--- config.mk ---
export PLATFORM = sky130hd
export DESIGN_NAME = serv_alu_seq
export DESIGN_NICKNAME = d
export VERILOG_FILES = /design/src/rtl/serv_alu_seq.sv
export SDC_FILE = /design/constraint.sdc
export NUM_CORES = 1
export LEC_CHECK = 0
export CORE_MARGIN = 2
export CORE_UTILIZATION = 46
export CTS_BUF_LIST = sky130_fd_sc_hd__clkbuf_16
export DETAILED_ROUTE_END_ITERATION = 16
export GPL_TIMING_DRIVEN = 0
export MAX_ROUTING_LAYER = met4
export PLACE_DENSITY_LB_ADDON = 0.3
export SYNTH_ARGS = -nofsm -noshare
export SYNTH_HDL_FRONTEND = slang
export SYNTH_SLANG_ARGS = --single-unit
--- constraint.sdc ---
create_clock -name clk -period 2.3 [get_ports clk]
set_input_delay 0.46 -clock clk [delete_from_list [all_inputs] [get_ports clk]]
set_output_delay 0.46 -clock clk [all_outputs]
set_load 0.005 [all_outputs]
--- src/rtl/serv_alu_seq.sv ---
// ---------------------------------------------------------------------------
// serv_alu_seq
//
// Bit-serial sequencer for the serial ALU. It accepts one ALU or branch
// operation at a time over a valid/ready handshake. It then generates the
// ALU strobes (enable, init, shift-amount load) and a bit counter for the
// operand shift registers. For branch operations it also captures the
// compare result on the last bit.
//
// Phases per operation:
//   IDLE  -> waiting for a request
//   SHAMT -> SHAMT_W cycles of o_shamt_en (right shifts only)
//   RUN   -> WIDTH cycles of o_en, with o_cnt counting 0..WIDTH-1
//   DONE  -> a single cycle of o_done
//
// Optional build macro:
//   SERV_ALU_SEQ_STALL_EN - adds input i_stall. While i_stall is high in
//   SHAMT or RUN, the phase counters and the state hold and the ALU strobes
//   are masked. The operation then resumes on the bit where it stopped.
//
// Ports:
//   clk            clock
//   i_rst          synchronous active-high reset
//   i_req_valid    operation request
//   o_req_ready    sequencer can accept a request (IDLE and no flush)
//   i_req_op       ALU op code
//   i_req_funct3   branch condition
//   i_req_branch   request is a compare, not a writeback op
//   i_flush        abort current operation
//   i_stall        (SERV_ALU_SEQ_STALL_EN only) pause SHAMT/RUN
//   i_cmp          compare output from the ALU
//   o_op           latched op code to the ALU
//   o_funct3       latched funct3 to the ALU
//   o_shamt_en     ALU shift-amount register load enable
//   o_en           ALU enable
//   o_init         ALU init (shifter load / eq accumulate)
//   o_cnt          current bit index in RUN, 0 elsewhere
//   o_cnt_last     o_cnt == WIDTH-1 while in RUN
//   o_rd_we        serial rd bit valid for writeback
//   o_done         one-cycle completion pulse
//   o_cmp_result   latched compare result
// ---------------------------------------------------------------------------
module serv_alu_seq #(
    parameter int WIDTH   = 32,
    parameter int SHAMT_W = 5
) (
    input  logic                     clk,
    input  logic                     i_rst,
    input  logic                     i_req_valid,
    output logic                     o_req_ready,
    input  logic [2:0]               i_req_op,
    input  logic [2:0]               i_req_funct3,
    input  logic                     i_req_branch,
    input  logic                     i_flush,
`ifdef SERV_ALU_SEQ_STALL_EN
    input  logic                     i_stall,
`endif
    input  logic                     i_cmp,
    output logic [2:0]               o_op,
    output logic [2:0]               o_funct3,
    output logic                     o_shamt_en,
    output logic                     o_en,
    output logic                     o_init,
    output logic [$clog2(WIDTH)-1:0] o_cnt,
    output logic                     o_cnt_last,
    output logic                     o_rd_we,
    output logic                     o_done,
    output logic                     o_cmp_result
);

    localparam int CNT_W = $clog2(WIDTH);

    // Right-shift op code as seen on the ALU op input. It is the only op
    // that needs the serial shift-amount load before RUN.
    localparam logic [2:0] ALU_OP_SR = 3'b101;

    localparam logic [CNT_W-1:0] CNT_LAST   = CNT_W'(WIDTH - 1);
    localparam logic [CNT_W-1:0] CNT_ONE    = CNT_W'(1);
    localparam logic [2:0]       SHAMT_LAST = 3'(SHAMT_W - 1);

    // Strobe bank bit positions
    localparam int ST_SHAMT = 0;
    localparam int ST_EN    = 1;
    localparam int ST_INIT  = 2;
    localparam int ST_RDWE  = 3;
    localparam int ST_DONE  = 4;
    localparam int ST_N     = 5;

    // Strobes that a stall masks. o_done is never active in SHAMT/RUN,
    // so it needs no mask.
    localparam logic [ST_N-1:0] STALL_MASK = 5'b01111;

    typedef enum logic [1:0] {
        S_IDLE  = 2'd0,
        S_SHAMT = 2'd1,
        S_RUN   = 2'd2,
        S_DONE  = 2'd3
    } state_t;

    state_t            state_reg, state_next;
    logic [CNT_W-1:0]  cnt_reg, cnt_next;
    logic [2:0]        shamt_cnt_reg, shamt_cnt_next;
    logic [2:0]        op_reg, op_next;
    logic [2:0]        funct3_reg, funct3_next;
    logic              branch_reg, branch_next;
    logic              cmp_reg, cmp_next;
    logic [ST_N-1:0]   strobe_reg, strobe_next;
    logic [ST_N-1:0]   strobe_out;

    logic              stall_gate;
    logic              req_ready;
    logic              accept;
    logic              busy_phase;

    assign busy_phase = (state_reg == S_SHAMT) || (state_reg == S_RUN);

`ifdef SERV_ALU_SEQ_STALL_EN
    assign stall_gate = i_stall && busy_phase;
`else
    assign stall_gate = 1'b0;
`endif

    assign req_ready = (state_reg == S_IDLE) && !i_flush;
    assign accept    = i_req_valid && req_ready;

    // ------------------------------------------------------------------
    // Next-state, counters and latched request fields
    // ------------------------------------------------------------------
    always_comb begin
        state_next     = state_reg;
        cnt_next       = cnt_reg;
        shamt_cnt_next = shamt_cnt_reg;
        op_next        = op_reg;
        funct3_next    = funct3_reg;
        branch_next    = branch_reg;
        cmp_next       = cmp_reg;

        if (i_flush) begin
            // Abort: no o_done, compare result untouched
            state_next     = S_IDLE;
            cnt_next       = '0;
            shamt_cnt_next = '0;
        end else begin
            case (state_reg)
                S_IDLE: begin
                    if (accept) begin
                        op_next        = i_req_op;
                        funct3_next    = i_req_funct3;
                        branch_next    = i_req_branch;
                        cnt_next       = '0;
                        shamt_cnt_next = '0;
                        state_next     = (i_req_op == ALU_OP_SR) ? S_SHAMT : S_RUN;
                    end
                end
                S_SHAMT: begin
                    if (!stall_gate) begin
                        if (shamt_cnt_reg == SHAMT_LAST) begin
                            shamt_cnt_next = '0;
                            state_next     = S_RUN;
                        end else begin
                            shamt_cnt_next = shamt_cnt_reg + 3'd1;
                        end
                    end
                end
                S_RUN: begin
                    if (!stall_gate) begin
                        if (cnt_reg == CNT_LAST) begin
                            // The ALU presents the final compare bit alongside the last operand bit
                            if (branch_reg) begin
                                cmp_next = i_cmp;
                            end
                            cnt_next   = '0;
                            state_next = S_DONE;
                        end else begin
                            cnt_next = cnt_reg + CNT_ONE;
                        end
                    end
                end
                S_DONE: begin
                    state_next = S_IDLE;
                end
                default: begin
                    state_next = S_IDLE;
                end
            endcase
        end
    end

    // ------------------------------------------------------------------
    // Strobes are derived from the next state and counter so that the
    // registered value lines up with the phase it belongs to.
    // ------------------------------------------------------------------
    always_comb begin
        strobe_next           = '0;
        strobe_next[ST_SHAMT] = (state_next == S_SHAMT);
        strobe_next[ST_EN]    = (state_next == S_RUN);
        strobe_next[ST_INIT]  = (state_next == S_RUN) && (branch_next || (cnt_next == '0));
        strobe_next[ST_RDWE]  = (state_next == S_RUN) && !branch_next;
        strobe_next[ST_DONE]  = (state_next == S_DONE);
    end

    always_ff @(posedge clk) begin
        if (i_rst) begin
            state_reg     <= S_IDLE;
            cnt_reg       <= '0;
            shamt_cnt_reg <= '0;
            op_reg        <= '0;
            funct3_reg    <= '0;
            branch_reg    <= 1'b0;
            cmp_reg       <= 1'b0;
            strobe_reg    <= '0;
        end else begin
            state_reg     <= state_next;
            cnt_reg       <= cnt_next;
            shamt_cnt_reg <= shamt_cnt_next;
            op_reg        <= op_next;
            funct3_reg    <= funct3_next;
            branch_reg    <= branch_next;
            cmp_reg       <= cmp_next;
            strobe_reg    <= strobe_next;
        end
    end

    // A stalled cycle must not advance the ALU. The registered strobe
    // stays set while the counters hold, so the stall masks it for that
    // cycle only and the same bit is replayed on release.
    generate
        for (genvar gi = 0; gi < ST_N; gi++) begin : g_strobe
            if (STALL_MASK[gi]) begin : g_masked
                assign strobe_out[gi] = strobe_reg[gi] && !stall_gate;
            end else begin : g_plain
                assign strobe_out[gi] = strobe_reg[gi];
            end
        end
    endgenerate

    assign o_req_ready  = req_ready;
    assign o_op         = op_reg;
    assign o_funct3     = funct3_reg;
    assign o_shamt_en   = strobe_out[ST_SHAMT];
    assign o_en         = strobe_out[ST_EN];
    assign o_init       = strobe_out[ST_INIT];
    assign o_rd_we      = strobe_out[ST_RDWE];
    assign o_done       = strobe_out[ST_DONE];
    assign o_cnt        = cnt_reg;
    assign o_cnt_last   = (state_reg == S_RUN) && (cnt_reg == CNT_LAST);
    assign o_cmp_result = cmp_reg;

endmodule
==> results of run 1 <==
-- synthesized netlist by cell type, types with 2 or more instances --
master and n:
dfxtp_1 23, nand2_1 16, nor2_1 10, a21oi_1 9, ha_1 4, inv_1 4
mux2i_1 4, nor3_1 4, a22oi_1 3, nand2b_1 3, nand3b_1 3, buf_6 2
clkbuf_1 2, nand3_1 2, nand4_1 2, nor4b_4 2, o21ai_0 2, o21bai_1 2
o31a_1 2
-- worst max-delay path: stages, from the launching register on --
cell and delay, ns:
dfxtp_4 0.36, ha_1 0.18, and3_1 0.19, ha_2 0.18
and3b_4 0.19, dlygate4sd2_1 0.26
-- what timing repair did --
| item | 4_1_cts | 5_1_grt |
|---|---|---|
| endpoints found under the hold margin | 0 | 0 |
| setup endpoints to repair | 1 | 1 |
| resized for setup | 6 | 0 |
| setup buffers | 2 | 2 |
| pin swaps | 0 | 0 |
-- power by group through the flow --
| stage | clock network [W] | logic (W) | registers, W |
|---|---|---|---|
| floorplan | 0 | 0.0000453 | 0.000423 |
| global placement | 0 | 0.0000923 | 0.000422 |
| detailed placement | 0 | 0.0000942 | 0.000422 |
| CTS | 0.000377 | 0.0000960 | 0.000411 |
| global route | 0.000392 | 0.000108 | 0.000411 |
| finish | 0.000368 | 0.0000984 | 0.000411 |
-- stage by stage --
stage	area, um^2	hold WS (ns)	setup TNS (ns)	power (W)	instances
after global routing	1525	0.4680	0	0.0009112	181
after CTS	1510	0.4609	0	0.0008835	179
after floorplan	1081	0.4492	0	0.0004680	116
final	1525	0.4566	0	0.0008774	181
after global placement	1406	0.4431	-0.1566	0.0005141	173
after detailed placement	1406	0.4524	-0.1817	0.0005163	173
-- metal layers --
metal  part of all wire  track usage  vias to the layer above
met2               0.54       0.3688                       21
li1                   -            -                      483
met5                  0            -                        -
met3              0.028      0.02571                        2
met4             0.0058      0.05128                        0
met1               0.42       0.2212                      464
-- kinds of logic (layout without fill, tap and decap cells) --
family                   count (synthesis)  after routing
multiplexers                             4              4
buffers and inverters                    9             46
XOR/XNOR                                 2              2
AND/OR/NAND/NOR                         50             50
AO/OA/AOI/OAI                           24             24
adder cells (fa/ha/maj)                  4              4
flip-flops                              23             23
-- layout make-up --
| cell class | count | area share |
|---|---|---|
| inverter | 4 | 0.009844 |
| sequential | 23 | 0.3068 |
| buffer | 5 | 0.02297 |
| clock buffer | 3 | 0.04922 |
| clock inverter | 1 | 0.003281 |
| tap | 28 | 0.02297 |
| multi-input combinational | 84 | 0.3757 |
| timing repair buffer | 33 | 0.2092 |
-- worst max path at each step --
stage,end
2_1_floorplan,strobe_out[2]$_SDFF_PP0_
3_3_place_gp,strobe_out[2]$_SDFF_PP0_
3_5_place_dp,strobe_out[2]$_SDFF_PP0_
4_1_cts,strobe_out[2]$_SDFF_PP0_
5_1_grt,o_cnt_last
6_report,o_cnt_last
==> flow_summary.ini, run 1 <==
[power_and_ir_drop]
peakVddDrop_mv = 0.4300
cellPowerDensity_nw_per_um2 = 575.3
leakage_nw = 0.5851
switching_share = 0.2090
p_int_w = 0.0006941
sequentialPowerShare = 0.468
pwr-share-clk = 0.420
combPwrFrac = 0.112
netSwitchingPower_w = 0.0001834

[synth]
synth-seq-cells = 23
synth_simple_gate_area_frac = 0.2674
syn_nets = 132
netlist_instances = 116
synthArstFlopShare = 0
synth_edf_count = 0
synth-adder-area-share = 0.04630
yosys.cell_types.count = 36
synth_area_um2 = 1081
synth_top_area_frac = 0.4259
ys_seq_area_frac = 0.4259
synth_area_leader_cell = dfxtp_1
synth_compound_area_frac = 0.1609
synth_area_leaders = dfxtp_1, nand2_1, ha_1, nor4b_4, a21oi_1
synth_top_flop_cell = dfxtp_1
synth_top_family_by_area = simple AND/OR/NAND/NOR gates
postSynthAreaPerCell_um2 = 9.319
ys_warn_count = 0
synth_xor_area_frac = 0.01620
muxShareOfSynthArea = 0.03704

[global_route]
grt_pass1_vias = 949
grt_pass1_wl_um = 4050
grt_usage = 0.1983
grt.overflow.total = 0
grt_start_max_net_pins = 14
antenna_found_initial = 0

[finish]
fillers = 188
final_nets = 170
final_common_cell = clkdlybuf4s50_1
seq_area_um2 = 467.9
multi_input_area_um2 = 573.1
area_growth_pct = 41.09
drive_gt1_frac = 0.1373
final_cell_mix = clkdlybuf4s50_1, dfxtp_1, nand2_1, nor2_1, a21oi_1
antenna_cells = 0
utilization = 0.6895

[place]
place_congestion = 0.7119
preCtsSetupSlack_ns = -0.1817
io_buffer_count = 29
post-dp-hpwl_um = 1795

[floorplan]
die-area_um2 = 2754
rows = 17
initial_core_util = 0.4887
chipWidth_um = 52.48
core_area_um2 = 2212
io_pins = 31
dieHeight_um = 52.48

[worst_setup_path]
crit_path_max_fanout = 7
end_kind = output pin
timing.rr.end = strobe_out[2]$_SDFF_PP0_
arrival_ns = 1.62
critPathLaunch = o_cnt[1]$_SDFF_PP0_
r2r-start = o_cnt[1]$_SDFF_PP0_
critPathRequiredTime_ns = 1.84
rr_worst_depth = 7
worstSetupPathType = reg2out
rrSetupSlack_ns = 0.34
critPathLaunchType = flop

[timing]
report.final.slew_viol_count = 0
fin_ws_ns = 0.2160
max_slew_margin = 0.6883
fin_crit_sh = 0.9061
rsz0062_at_grt = no
finalHoldViolCount = 0
layout_min_cycle_time_ns = 2.084
fin_skew_ns = 0.003351
setup-violations-final = 0
tightest_slew_ns = 0.4675
clock.fmax_mhz = 479.8

[detailed_routing]
drc = 0
dr.pass1.iters = 4
final_antenna_net_count = 0
drtIter0Drc = 21
vias = 970
via_per_inst = 5.359
wl_per_cell_um = 13.43
wl_um = 2431

[clocking]
worst_skew_pair.late_latency_ns = 0.25
clockBufferDepth = 2
cts_hold_buf = 0
cts_buffers = 3
htree_levels = 1
root_buffer = clkbuf_16
cts_tree = yes
cts.clk_slew.worst_paths_ns = 0.06
cts.sinks = 23

[min_path]
hp-start = o_funct3[1]$_SDFFE_PP0P_
hold_depth = 2
min_to = o_funct3[1]$_SDFFE_PP0P_
hp-class = reg2reg

[flow_run]
cap_violations = 0

[run_status]
outcome = completed
Note: power is estimated with default switching activity, not from simulation.
==> run 2: changes to the inputs <==
- CAP_MARGIN: not set -> 5
==> results of run 2 <==
Final layout, timing and power as in run 1 (identical DEF).
==> run 3: changes to the inputs <==
- MAX_ROUTING_LAYER: met4 -> not set
==> run 3 against run 2 <==
  * Core utilization unchanged
  * Worst setup slack better by 0.0011 ns
  * Die area stayed put
  * Combinational power hardly changed
  * Flip-flop and latch count unchanged
  * Sequential power about the same
  * First-iteration DRC count decreased by 14%
  * Design area stayed put
  * Total power fell by 0.18%
  * Clock-buffer cell count unchanged
  * Critical endpoint unchanged
  * Highest routed layer unchanged
==> flow_summary.ini, run 3 (synthesized netlist as in run 1, its figures left out) <==
[detailed_routing]
drc = 0
drtIter0Drc = 18
wl_per_cell_um = 13.43
dr.pass1.iters = 4
vias = 966
wl_um = 2431
final_antenna_net_count = 0
via_per_inst = 5.337

[timing]
clock.fmax_mhz = 480.1
max_slew_margin = 0.6883
fin_crit_sh = 0.9056
rsz0062_at_grt = no
fin_skew_ns = 0.003040
setup-violations-final = 0
tightest_slew_ns = 0.4676
report.final.slew_viol_count = 0
finalHoldViolCount = 0
fin_ws_ns = 0.2171
layout_min_cycle_time_ns = 2.083

[floorplan]
rows = 17
io_pins = 31
dieHeight_um = 52.48
initial_core_util = 0.4887
chipWidth_um = 52.48
core_area_um2 = 2212
die-area_um2 = 2754

[clocking]
root_buffer = clkbuf_16
clockBufferDepth = 2
cts_tree = yes
cts_buffers = 3
worst_skew_pair.late_latency_ns = 0.25
cts.sinks = 23
cts_hold_buf = 0
htree_levels = 1
cts.clk_slew.worst_paths_ns = 0.06

[global_route]
grt_usage = 0.1939
grt_start_max_net_pins = 14
grt.overflow.total = 0
antenna_found_initial = 0
grt_pass1_vias = 952
grt_pass1_wl_um = 4057

[worst_setup_path]
critPathLaunchType = flop
crit_path_max_fanout = 7
crit_buf_inv = 1
slowest_stage = dfxtp_4
crit_path_cell_trace = ha_1, and3_1, ha_2, and3b_4, dlygate4sd2_1
critPathRequiredTime_ns = 1.84
cp_top_family = simple AND/OR/NAND/NOR gates
slowest_delay_ns = 0.36
end_kind = output pin
worstSetupPathType = reg2out
arrival_ns = 1.62

[power_and_ir_drop]
power.total_w = 0.0008758
cellPowerDensity_nw_per_um2 = 574.2
leakage_nw = 0.5851
peakVddDrop_mv = 0.4297

[finish]
final_nets = 170
antenna_cells = 0
final_cell_mix = clkdlybuf4s50_1, dfxtp_1, nand2_1, nor2_1, a21oi_1
final_common_cell = clkdlybuf4s50_1
drive_gt1_frac = 0.1373
area_growth_pct = 41.09

[flow_run]
cap_violations = 0

[place]
post-dp-hpwl_um = 1795
io_buffer_count = 29
place_congestion = 0.7040
preCtsSetupSlack_ns = -0.1817

[min_path]
hp-class = reg2reg

[run_status]
outcome = completed
-- run 3: repair_timing --
item | 4_1_cts | 5_1_grt
setup buffers | 2 | 2
resized for setup | 6 | 0
setup endpoints to repair | 1 | 1
-- run 3: path summary, 6_finish.rpt --
kind | from | to | slack [ns] | depth (start not counted)
setup reg to reg | o_cnt[1]$_SDFF_PP0_ | strobe_out[2]$_SDFF_PP0_ | 0.34 | 7
setup / recovery | o_cnt[1]$_SDFF_PP0_ | o_cnt_last | 0.22 | 5
hold reg to reg | o_funct3[1]$_SDFFE_PP0P_ | o_funct3[1]$_SDFFE_PP0P_ | 0.46 | 2
hold / removal | o_funct3[1]$_SDFFE_PP0P_ | o_funct3[1]$_SDFFE_PP0P_ | 0.46 | 2
-- run 3: layout make-up --
class / count / area (um^2)
sequential: 23 / 467.9
clock buffer: 3 / 75.07
inverter: 4 / 15.01
timing repair buffer: 33 / 319.1
clock inverter: 1 / 5.005
multi-input combinational: 84 / 573.1
buffer: 5 / 35.03
tap: 28 / 35.03
fill: 188 / 686.9
-- run 3: tightest hold or removal path, stage by stage, from the launching register on --
cell and delay (ns):
dfxtp_1 0.31, nand2_1 0.05, a21oi_1 0.05
-- run 3: metal layers --
metal	up-vias	global-route usage	part of all wire
met5	-	0	0
met1	463	0.2212	0.43
met2	18	0.3708	0.54
met4	0	0.05128	0.0058
li1	483	-	-
met3	2	0.02571	0.026
-- run 3: power breakdown --
part	switching, W	internal (W)
registers	0.00000427	0.000406
logic	0.0000441	0.0000542
clock network	0.000133	0.000233
total	0.000182	0.000694
-- run 3: through the flow --
| stage | utilization | instances | setup TNS (ns) | hold WS, ns | instance area [um^2] |
|---|---|---|---|---|---|
| after floorplan | - | 116 | 0 | 0.4492 | 1081 |
| after global placement | 0.6357 | 173 | -0.1566 | 0.4431 | 1406 |
| after detailed placement | 0.6357 | 173 | -0.1817 | 0.4524 | 1406 |
| after CTS | 0.6827 | 179 | 0 | 0.4609 | 1510 |
| after global routing | 0.6895 | 181 | 0 | 0.4681 | 1525 |
| final | 0.6895 | 181 | 0 | 0.4565 | 1525 |
